File: config.mk
export PLATFORM = sky130hd
export DESIGN_NAME = adc_lvds_tx_emulator
export DESIGN_NICKNAME = d
export VERILOG_FILES = /design/src/rtl/adc_lvds_tx_emulator.sv
export SDC_FILE = /design/constraint.sdc
export NUM_CORES = 1
export LEC_CHECK = 0
export ABC_CLOCK_PERIOD_IN_PS = 4950
export CORE_MARGIN = 4
export CORE_UTILIZATION = 35
export CTS_BUF_LIST = sky130_fd_sc_hd__clkbuf_4
export DETAILED_ROUTE_END_ITERATION = 16
export GPL_ROUTABILITY_DRIVEN = 0
export GPL_TIMING_DRIVEN = 0
export PLACE_DENSITY = 0.52
export SLEW_MARGIN = 10
export SYNTH_ARGS = -nofsm -noshare
export SYNTH_HDL_FRONTEND = slang
export SYNTH_SLANG_ARGS = --single-unit
export TNS_END_PERCENT = 20
File: constraint.sdc
create_clock -name clk -period 4.95 [get_ports clk]
set_clock_uncertainty 0.05 [all_clocks]
set_input_delay 0.99 -clock clk [delete_from_list [all_inputs] [get_ports clk]]
set_output_delay 0.99 -clock clk [all_outputs]
set_load 0.02 [all_outputs]
File: src/rtl/adc_lvds_tx_emulator.sv
// 2-lane SDR serializer emulating an ADC LVDS output (ln0/ln1/fco).
// Frames come from stream/ramp/checkerboard/idle sources; slip stretches one frame.
module adc_lvds_tx_emulator #(
   parameter int                    SAMPLE_W    = 16,
   parameter logic [SAMPLE_W/2-1:0] FCO_PATTERN = 8'hF0,
   parameter logic [SAMPLE_W-1:0]   IDLE_WORD   = 16'h0000,
   parameter logic [SAMPLE_W-1:0]   RAMP_INIT   = 16'h0000
) (
   input  logic                clk,
   input  logic                rst_n,
   input  logic                en,
   input  logic [1:0]          mode,
   input  logic                slip,
   input  logic [SAMPLE_W-1:0] s_data,
   input  logic                s_valid,
   output logic                s_ready,
   output logic                ln0,
   output logic                ln1,
   output logic                fco,
   output logic                frame_start,
   output logic                underrun
);

   localparam int FB = SAMPLE_W / 2;
   localparam int CW = $clog2(FB + 1);
   localparam logic [SAMPLE_W-1:0] CB_A = {FB{2'b10}};
   localparam logic [SAMPLE_W-1:0] CB_B = ~CB_A;

   logic                r_en_d;
   logic                r_run;
   logic [CW-1:0]       r_cnt;
   logic                r_pend;
   logic [SAMPLE_W-1:0] r_hold;
   logic                r_hold_full;
   logic [SAMPLE_W-1:0] r_ramp;
   logic                r_cb;
   logic [FB-2:0]       r_sh1;
   logic [FB-2:0]       r_sh0;
   logic [FB-2:0]       r_fsh;
   logic                r_ln0;
   logic                r_ln1;
   logic                r_fco;
   logic                r_fs;
   logic                r_ur;

   logic                w_stream;
   logic                w_last;
   logic                w_stretch;
   logic                w_load;
   logic                w_xfer;
   logic [SAMPLE_W-1:0] w_word;
   logic                w_ur;
   logic [FB-1:0]       w_odd;
   logic [FB-1:0]       w_even;

   assign w_stream  = (mode == 2'd0);
   assign w_last    = (r_cnt == CW'(FB))
                    | ((r_cnt == CW'(FB - 1)) & ~r_pend);
   assign w_stretch = en & r_run & r_pend
                    & (r_cnt == CW'(FB - 1));
   assign w_load    = en & r_en_d & (~r_run | w_last);
   assign s_ready   = rst_n & en & w_stream
                    & (~r_hold_full | w_load);
   assign w_xfer    = s_valid & s_ready;

   assign ln0         = r_ln0;
   assign ln1         = r_ln1;
   assign fco         = r_fco;
   assign frame_start = r_fs;
   assign underrun    = r_ur;

   // select the word loaded at the frame boundary
   always_comb begin
      w_word = IDLE_WORD;
      w_ur   = 1'b0;
      unique case (mode)
         2'd0: begin
            if (r_hold_full) begin
               w_word = r_hold;
            end else if (s_valid) begin
               w_word = s_data;
            end else begin
               w_ur = 1'b1;
            end
         end
         2'd1: w_word = r_ramp;
         2'd2: w_word = r_cb ? CB_B : CB_A;
         2'd3: w_word = IDLE_WORD;
         default: w_word = IDLE_WORD;
      endcase
   end

   // split the word into odd (lane 1) and even (lane 0) bits
   always_comb begin
      w_odd  = '0;
      w_even = '0;
      for (int i = 0; i < FB; i++) begin
         w_odd[i]  = w_word[2*i+1];
         w_even[i] = w_word[2*i];
      end
   end

   // remember en from the previous cycle to detect start-up
   always_ff @(posedge clk or negedge rst_n) begin
      if (!rst_n) begin
         r_en_d <= 1'b0;
      end else begin
         r_en_d <= en;
      end
   end

   // one pending slip request, consumed by the stretch cycle
   always_ff @(posedge clk or negedge rst_n) begin
      if (!rst_n) begin
         r_pend <= 1'b0;
      end else if (w_stretch) begin
         r_pend <= 1'b0;
      end else if (en & slip) begin
         r_pend <= 1'b1;
      end
   end

   // bit counter, shifters and registered lane outputs
   always_ff @(posedge clk or negedge rst_n) begin
      if (!rst_n) begin
         r_run <= 1'b0;
         r_cnt <= '0;
         r_sh1 <= '0;
         r_sh0 <= '0;
         r_fsh <= '0;
         r_ln0 <= 1'b0;
         r_ln1 <= 1'b0;
         r_fco <= 1'b0;
         r_fs  <= 1'b0;
         r_ur  <= 1'b0;
      end else if (!en) begin
         r_run <= 1'b0;
         r_cnt <= '0;
         r_ln0 <= 1'b0;
         r_ln1 <= 1'b0;
         r_fco <= 1'b0;
         r_fs  <= 1'b0;
         r_ur  <= 1'b0;
      end else if (w_load) begin
         r_run <= 1'b1;
         r_cnt <= '0;
         r_sh1 <= w_odd[FB-2:0];
         r_sh0 <= w_even[FB-2:0];
         r_fsh <= FCO_PATTERN[FB-2:0];
         r_ln1 <= w_odd[FB-1];
         r_ln0 <= w_even[FB-1];
         r_fco <= FCO_PATTERN[FB-1];
         r_fs  <= 1'b1;
         r_ur  <= w_ur;
      end else if (w_stretch) begin
         r_cnt <= CW'(FB);
         r_fco <= 1'b0;
         r_fs  <= 1'b0;
         r_ur  <= 1'b0;
      end else if (r_run) begin
         r_cnt <= r_cnt + CW'(1);
         r_ln1 <= r_sh1[FB-2];
         r_ln0 <= r_sh0[FB-2];
         r_fco <= r_fsh[FB-2];
         r_sh1 <= {r_sh1[FB-3:0], 1'b0};
         r_sh0 <= {r_sh0[FB-3:0], 1'b0};
         r_fsh <= {r_fsh[FB-3:0], 1'b0};
         r_fs  <= 1'b0;
         r_ur  <= 1'b0;
      end else begin
         r_ln0 <= 1'b0;
         r_ln1 <= 1'b0;
         r_fco <= 1'b0;
         r_fs  <= 1'b0;
         r_ur  <= 1'b0;
      end
   end

   // holding register: drains at stream loads, fills on spare transfers
   always_ff @(posedge clk or negedge rst_n) begin
      if (!rst_n) begin
         r_hold      <= '0;
         r_hold_full <= 1'b0;
      end else if (w_load & w_stream & r_hold_full) begin
         r_hold_full <= w_xfer;
         if (w_xfer) begin
            r_hold <= s_data;
         end
      end else if (w_xfer & ~w_load) begin
         r_hold_full <= 1'b1;
         r_hold      <= s_data;
      end
   end

   // ramp and checkerboard sources advance only when they are loaded
   always_ff @(posedge clk or negedge rst_n) begin
      if (!rst_n) begin
         r_ramp <= RAMP_INIT;
         r_cb   <= 1'b0;
      end else if (w_load) begin
         if (mode == 2'd1) begin
            r_ramp <= r_ramp + 1'b1;
         end
         if (mode == 2'd2) begin
            r_cb <= ~r_cb;
         end
      end
   end

endmodule

-- After elaboration in Yosys (flattened, before gate mapping)
Cells that the tools add are included.
- bits in registers: 67
- input bits: 23
- logic and storage cells: 103
- add/sub/neg operators: 2
- equal/unequal tests: 10
- multiplexer cells: 45
- bitwise operators: 22
- reduce and logical (&&, ||, !) cells: 8
- operators by type and width (kind ; count):
    16-bit two-way mux ; 6
    16-bit one-hot mux with 4 select lines ; 1
    7-bit two-way mux ; 9
    1-bit two-way mux ; 25
    16-bit by 1-bit adder with 16-bit output (second input constant) ; 1
    4-bit two-way mux ; 4
    1-bit AND ; 14
    2-bit AND reduction ; 3
    2-bit nonzero test ; 3
    1-bit NOT ; 5
    4-bit by 1-bit adder with 4-bit output (second input constant) ; 1
    2-bit equality test (second input constant) ; 2
    4-bit by 3-bit equality test with 1-bit output (second input constant) ; 1
    4-bit equality test (second input constant) ; 1
    2-bit by 1-bit != test with 1-bit output (second input constant) ; 2
    4-bit by 1-bit != test with 1-bit output (second input constant) ; 1
    3-bit by 2-bit != test with 1-bit output (second input constant) ; 1
    1-bit OR ; 3
    3-bit AND reduction ; 1
    2-bit by 1-bit equality test with 1-bit output (second input constant) ; 1
    2-bit zero test ; 1
    2-bit != test (second input constant) ; 1

-- Longest topological paths before layout
Gate-level depths: netlist of run 1.
- depth in word-level cells: 11
- gate-level depth with buffers: 8
- gate-level depth less buffers: 7

-- Worst setup path before layout of run 1
Ideal clock, no wire load.
- path type: input port to output port
- start point: input en
- end point: output s_ready
- arrival: 2109 ps
- data required time: 3910 ps
- path slack: 1801 ps
- stages: 5
- path through: buf_2 and2_1 o31ai_2 buf_2 a21boi_0
- longest elaborated chain between the ends: 4
- ends and longest elaborated chain (item ; RTL line ; source):
    start: declaration ; 11 ; input logic en,
    1-bit AND (2 in series) ; 61 ; assign w_load = en & r_en_d & (~r_run | w_last);
    1-bit OR ; 63 ; & (~r_hold_full | w_load);
    1-bit AND * ; 63 ;
    end: declaration ; 16 ; output logic s_ready,
Every way passes the cells marked *; elsewhere a longest branch is shown, timed or not.

-- Worst setup path in the final report of run 1
Ends and elaborated chain as after synthesis.

==> metrics, run 1 <==
Slew Viols, Final 0; initial antenna violation count 0; P_leak 0.00157 uW; Worst-Skew Late Latency 0.41 ns; Initial Util 36.2%; First-pass DRT Iterations 4; Top FF cell, synth dfrtp_1; fin crit share 84.4%; GR Overflow Total 0; Post-synth EDFFs 0; fmax 239 MHz; flops & latches, synth 63; relative slew slack 49.1%; nets 368; RR Startpoint r_cnt[0]; area leader, netlist dfrtp_1; Slew @ Worst Pin 0.759 ns; r2r setup slk 2.60 ns; Async S/R FF share, synth 100%; CTS sink count 63; Die Y-Extent 103 um; Final setup viols 0; port buffer count 28; Finished Core Util 42.9%; count leader, synth dfrtp_1; Sum Neg Setup Slack 0 ns; share of the synthesized area in the top cell type 49.7%; area delta synth->final 18.3%; Chip Width 103 um; DR DRC count 0; count of different cell masters after synthesis 47; vias per inst 5.49; Worst VDD drop 0.143 mV; post-synthesis average cell area 10.5 um^2; DIE AREA 0.0107 mm^2; Worst-path clk slew 0.12 ns; Final Critical Period 4.18 ns; Cell Area, Synth 0.00317 mm^2; post-CTS setup buffer count 0; Core Rows 34; Reg-to-Reg End r_sh0[2]; largest net degree at the start of global routing 43; I/O Pins 29; Synth area leaders dfrtp_1, mux2_2, a221oi_1; power per standard cell area 349 mW/mm^2; post-cts hold buffer count 0; register area share after synthesis 49.7%; crit path to s_ready; CTS Buf Count 9; crit path DAT 3.14 ns; Req. time, crit path 3.91 ns; Setup crit end kind output port; CTS tree done; status completed; Longest Clk Path Bufs 2; Fin. Hold Viols 0; Synth Warn # 0; Synth Instances 302; Core Area 0.00876 mm^2; via count 2496; layout cell share with drive strength beyond 1 14.1%; Antenna Nets Post-Route 0; H-tree depth 3; Total Wirelength 7730 um; worst-path fanout max 10; Root Driver clkbuf_4; Worst Hold Class in -> async; WL/cell 17.0 um; CP Launch Point en; critical path class in -> out; PostCTS Resize Cnt 0; initial drt markers 149; Post-synth top cells dfrtp_1, nand2_1, nor2_1; RSZ-0062 raised after global routing false; first-pass GRT wire length 12900 um; DP Wirelength 5650 um; syn nets 328; vias in the first global route 2456; ANT cells 0; max_cap viols 0; crit start category primary input; Reg2Reg Depth 5; Tot GR Track Use 16.0%
critical path: stages:
cell and delay (ns):
clkdlybuf4s50_1 0.47, buf_2 0.20, and2_1 0.16, o31ai_2 0.17
buf_2 0.25, a21boi_0 0.25, clkdlybuf4s50_1 0.65
layout by cell type, fill, tap and decap left out, types with 3 or more instances in the layout:
master and instances:
ha_1 3, buf_2 4, xnor2_1 6, o211ai_1 11, clkbuf_4 9, and3_1 4, clkinv_4 3, a22o_1 13
nand4_1 3, nor4_1 3, nor2_1 20, a21oi_1 10, nand2_1 25, dfrtp_1 63, clkbuf_1 11, nand3_1 19
a221oi_1 13, a22oi_1 4, o21ai_0 6, xor2_1 11, inv_1 10, clkdlybuf4s50_1 27, nand3b_1 5, mux2_2 17
nor3_1 10
power breakdown:
part | total, uW | switching [uW] | internal, uW
sequential | 674 | 65.9 | 608
clock | 360 | 205 | 155
combinational | 277 | 142 | 134
total | 1310 | 414 | 897
per-layer routing:
layer / part of all wire (%) / GRT usage, %
met5: 0 / 0
met2: 47 / 23.7
met4: 1.0 / 4.68
met3: 3.7 / 4.63
met1: 48 / 22.9
area by class of cell:
cell class	count	area, um^2
Timing Repair Buffer	29	305
Fill cell	882	5010
Sequential cell	63	1580
Inverter	11	41.3
Clock inverter	7	73.8
Clock buffer	9	67.6
Tap cell	108	135
Buffer	17	83.8
Multi-Input combinational cell	211	1470
worst min-delay path by stage:
stage	slack [ns]	startpoint	end
finish	0.41	rst_n	r_cnt[2]
global route	0.39	rst_n	r_cnt[1]
CTS	0.41	rst_n	r_cnt[2]
detailed placement	0.43	r_ramp[15]	r_ramp[15]
global placement	0.42	r_ramp[15]	r_ramp[15]
floorplan	0.39	r_ramp[15]	r_ramp[15]
registers in the layout, indices dropped and copies added, names as in the netlist:
register,flops
r_hold_full,1
underrun,1
r_sh0,7
r_fsh,3
fco,1
r_hold,16
r_run,1
ln1,1
frame_start,1
r_cnt,4
r_sh1,7
r_en_d,1
r_pend,1
r_cb,1
ln0,1
r_ramp,16
metrics by stage:
step / hold slack (ns) / setup slack (ns) / power (uW) / std cells / area (um^2)
floorplan: 0.395 / 1.80 / 852 / 302 / 3170
global placement: 0.415 / -1.39 / 953 / 438 / 3590
detailed placement: 0.426 / 0.770 / 962 / 439 / 3610
CTS: 0.405 / 0.758 / 1330 / 455 / 3760
global route: 0.391 / 0.641 / 1400 / 455 / 3760
finish: 0.415 / 0.771 / 1310 / 455 / 3760
cell families after synthesis:
logic type	synth area share (%)
flops	49.7
fa+ha+maj	1.18
compound gates	16.9
buf+inv	3.94
mux	7.06
simple gates	16.5
xor+xnor	4.69
(Power assumes the default switching activity.)
==> run 2, diff against run 1 <==
--- a/config.mk
+++ b/config.mk
@@ -5,7 +5,7 @@
 export SDC_FILE = /design/constraint.sdc
 export NUM_CORES = 1
 export LEC_CHECK = 0
-export ABC_CLOCK_PERIOD_IN_PS = 4950
+export ABC_CLOCK_PERIOD_IN_PS = 4000
 export CORE_MARGIN = 4
 export CORE_UTILIZATION = 35
 export CTS_BUF_LIST = sky130_fd_sc_hd__clkbuf_4
==> constraint.sdc (replaced) <==
create_clock -name clk -period 4 [get_ports clk]
set_clock_uncertainty 0.05 [all_clocks]
set_input_delay 0.8 -clock clk [delete_from_list [all_inputs] [get_ports clk]]
set_output_delay 0.8 -clock clk [all_outputs]
set_load 0.02 [all_outputs]
==> metrics, run 2 (synthesized netlist as in run 1, its figures left out) <==
status completed; vias in the first global route 2456 (unchanged); Worst-Skew Late Latency 0.42 ns (about the same); vias per inst 5.47 (-0.32%); DIE AREA 0.0107 mm^2 (unchanged); initial drt markers 155 (+4.0%); commonest non-fill, non-tap cells in the layout dfrtp_1, clkdlybuf4s50_1, nand2_1; P_leak 0.00157 uW (about the same); power per standard cell area 431 mW/mm^2 (+24%); fmax 264 MHz; Worst-path clk slew 0.12 ns (about the same); Tot GR Track Use 16.0% (unchanged); Fin. Hold Viols 0 (unchanged); Longest Clk Path Bufs 2 (unchanged); ANT cells 0 (unchanged); port buffer count 28 (unchanged); Final Critical Period 3.79 ns; critical path class in -> out; most common cell after layout, fill and taps aside dfrtp_1; Total Wirelength 7720 um (about the same); Worst VDD drop 0.176 mV (+23%); CTS sink count 63 (unchanged); setup ws final 0.215 ns (-0.556 ns); I/O Pins 29 (unchanged); Crit path max-delay family buffers and inverters; Die Y-Extent 103 um (unchanged); Core Area 0.00876 mm^2 (unchanged); Root Driver clkbuf_4; Chip Width 103 um (unchanged); Worst Hold Class in -> async; Core Rows 34 (unchanged); RSZ-0062 raised after global routing false; GR Overflow Total 0 (unchanged); worst-path fanout max 10 (unchanged); crit path DAT 2.94 ns (-0.20 ns); max_cap viols 0 (unchanged); layout cell share with drive strength beyond 1 14.1% (unchanged); placed cell count 439 (unchanged); initial antenna violation count 0 (unchanged); crit start category primary input; CTS tree done; via count 2488 (-0.32%); Final setup viols 0 (unchanged); Critical-path top delay cell clkdlybuf4s50_1; post-CTS setup buffer count 0 (unchanged); Setup crit end kind output port; first-pass GRT wire length 12900 um (unchanged); Setup WS pre-CTS 0.200 ns (-0.570 ns); DR DRC count 0 (unchanged); First-pass DRT Iterations 4 (unchanged); largest net degree at the start of global routing 43 (unchanged); top flop regs r_hold x16, r_ramp x16; Slew Viols, Final 0 (unchanged); Initial Util 36.2% (unchanged); WL/cell 17.0 um (about the same); Antenna Nets Post-Route 0 (unchanged); nets 368 (unchanged); CTS Buf Count 9 (unchanged); CP peak stage delay 0.65 ns (about the same); H-tree depth 3 (unchanged); DP Wirelength 5650 um (unchanged); fin crit share 94.6%; relative slew slack 61.5% (+12 points); Reg2Reg Depth 6 (+1); Final Non-Filler Cells 455 (unchanged); critical path depth in cells 7 (unchanged); area delta synth->final 18.6%; post-cts hold buffer count 0 (unchanged); Slew @ Worst Pin 0.575 ns (-0.185 ns); Req. time, crit path 3.15 ns (-0.76 ns); CP bufs+invs 4 (unchanged); CP cell instances clkdlybuf4s50_1 > buf_2 > and2_1 > o31ai_4 > buf_2 > a21boi_0 > clkdlybuf4s50_1
run 2: changes by cell type in the layout (fill, tap and decap cells not counted):
cell and change:
o31ai_2 -1, o31ai_4 +1
run 2: timing repair:
action,CTS,global route
endpoints found under the hold margin,0,0
resized for setup,0,1
endpoints found under the setup margin,0,1
run 2: layer usage:
layer  vias up  GRT usage (%)  wire length (um)
met2        50           23.7              3570
met3         4           4.63               263
li1       1200              -                 -
met4         0           4.68                78
met1      1234           22.9              3810
met5         -              0                 0
run 2: power by group:
part	internal, uW	switching (uW)
registers	752	80.6
clock network	191	256
logic	167	176
total	1110	513
run 2: worst reg2reg max path: cells and delay by family (launching register included):
kind,cells,cell delay [ns]
buf+inv,1,0.20
flops,1,0.43
simple gates,1,0.23
fa+ha+maj,1,0.25
mux,2,0.71
compound gates,1,0.36
run 2: cell type report:
type	count	area, um^2
clock inverters	7	73.8
repair buffers	29	305
plain buffers	17	83.8
flip-flops and latches	63	1580
fillers	881	5000
clock buffers	9	67.6
inverters	11	41.3
multi-input cells	211	1480
well taps	108	135
run 2: worst paths after layout:
path / slack, ns / end / start
worst max-delay path: 0.21 / s_ready / en
worst min-delay path: 0.22 / r_cnt[2] / rst_n
worst max register to register: 1.67 / r_hold[0] / r_cnt[0]
worst min register to register: 0.44 / r_ramp[15] / r_ramp[15]
max in group asynchronous: 3.15 / r_ramp[8] / rst_n
min in group clk: 0.44 / r_ramp[15] / r_ramp[15]
run 2: stage by stage:
step	setup TNS, ns	utilization, %	instance area (um^2)	hold slack [ns]	total power, uW
floorplan	0	-	3170	0.395	1050
global placement	-38.04	41.0	3590	0.415	1180
detailed placement	0	41.2	3610	0.426	1190
CTS	0	42.9	3760	0.215	1650
global route	0	43.0	3760	0.201	1740
finish	0	43.0	3760	0.223	1620
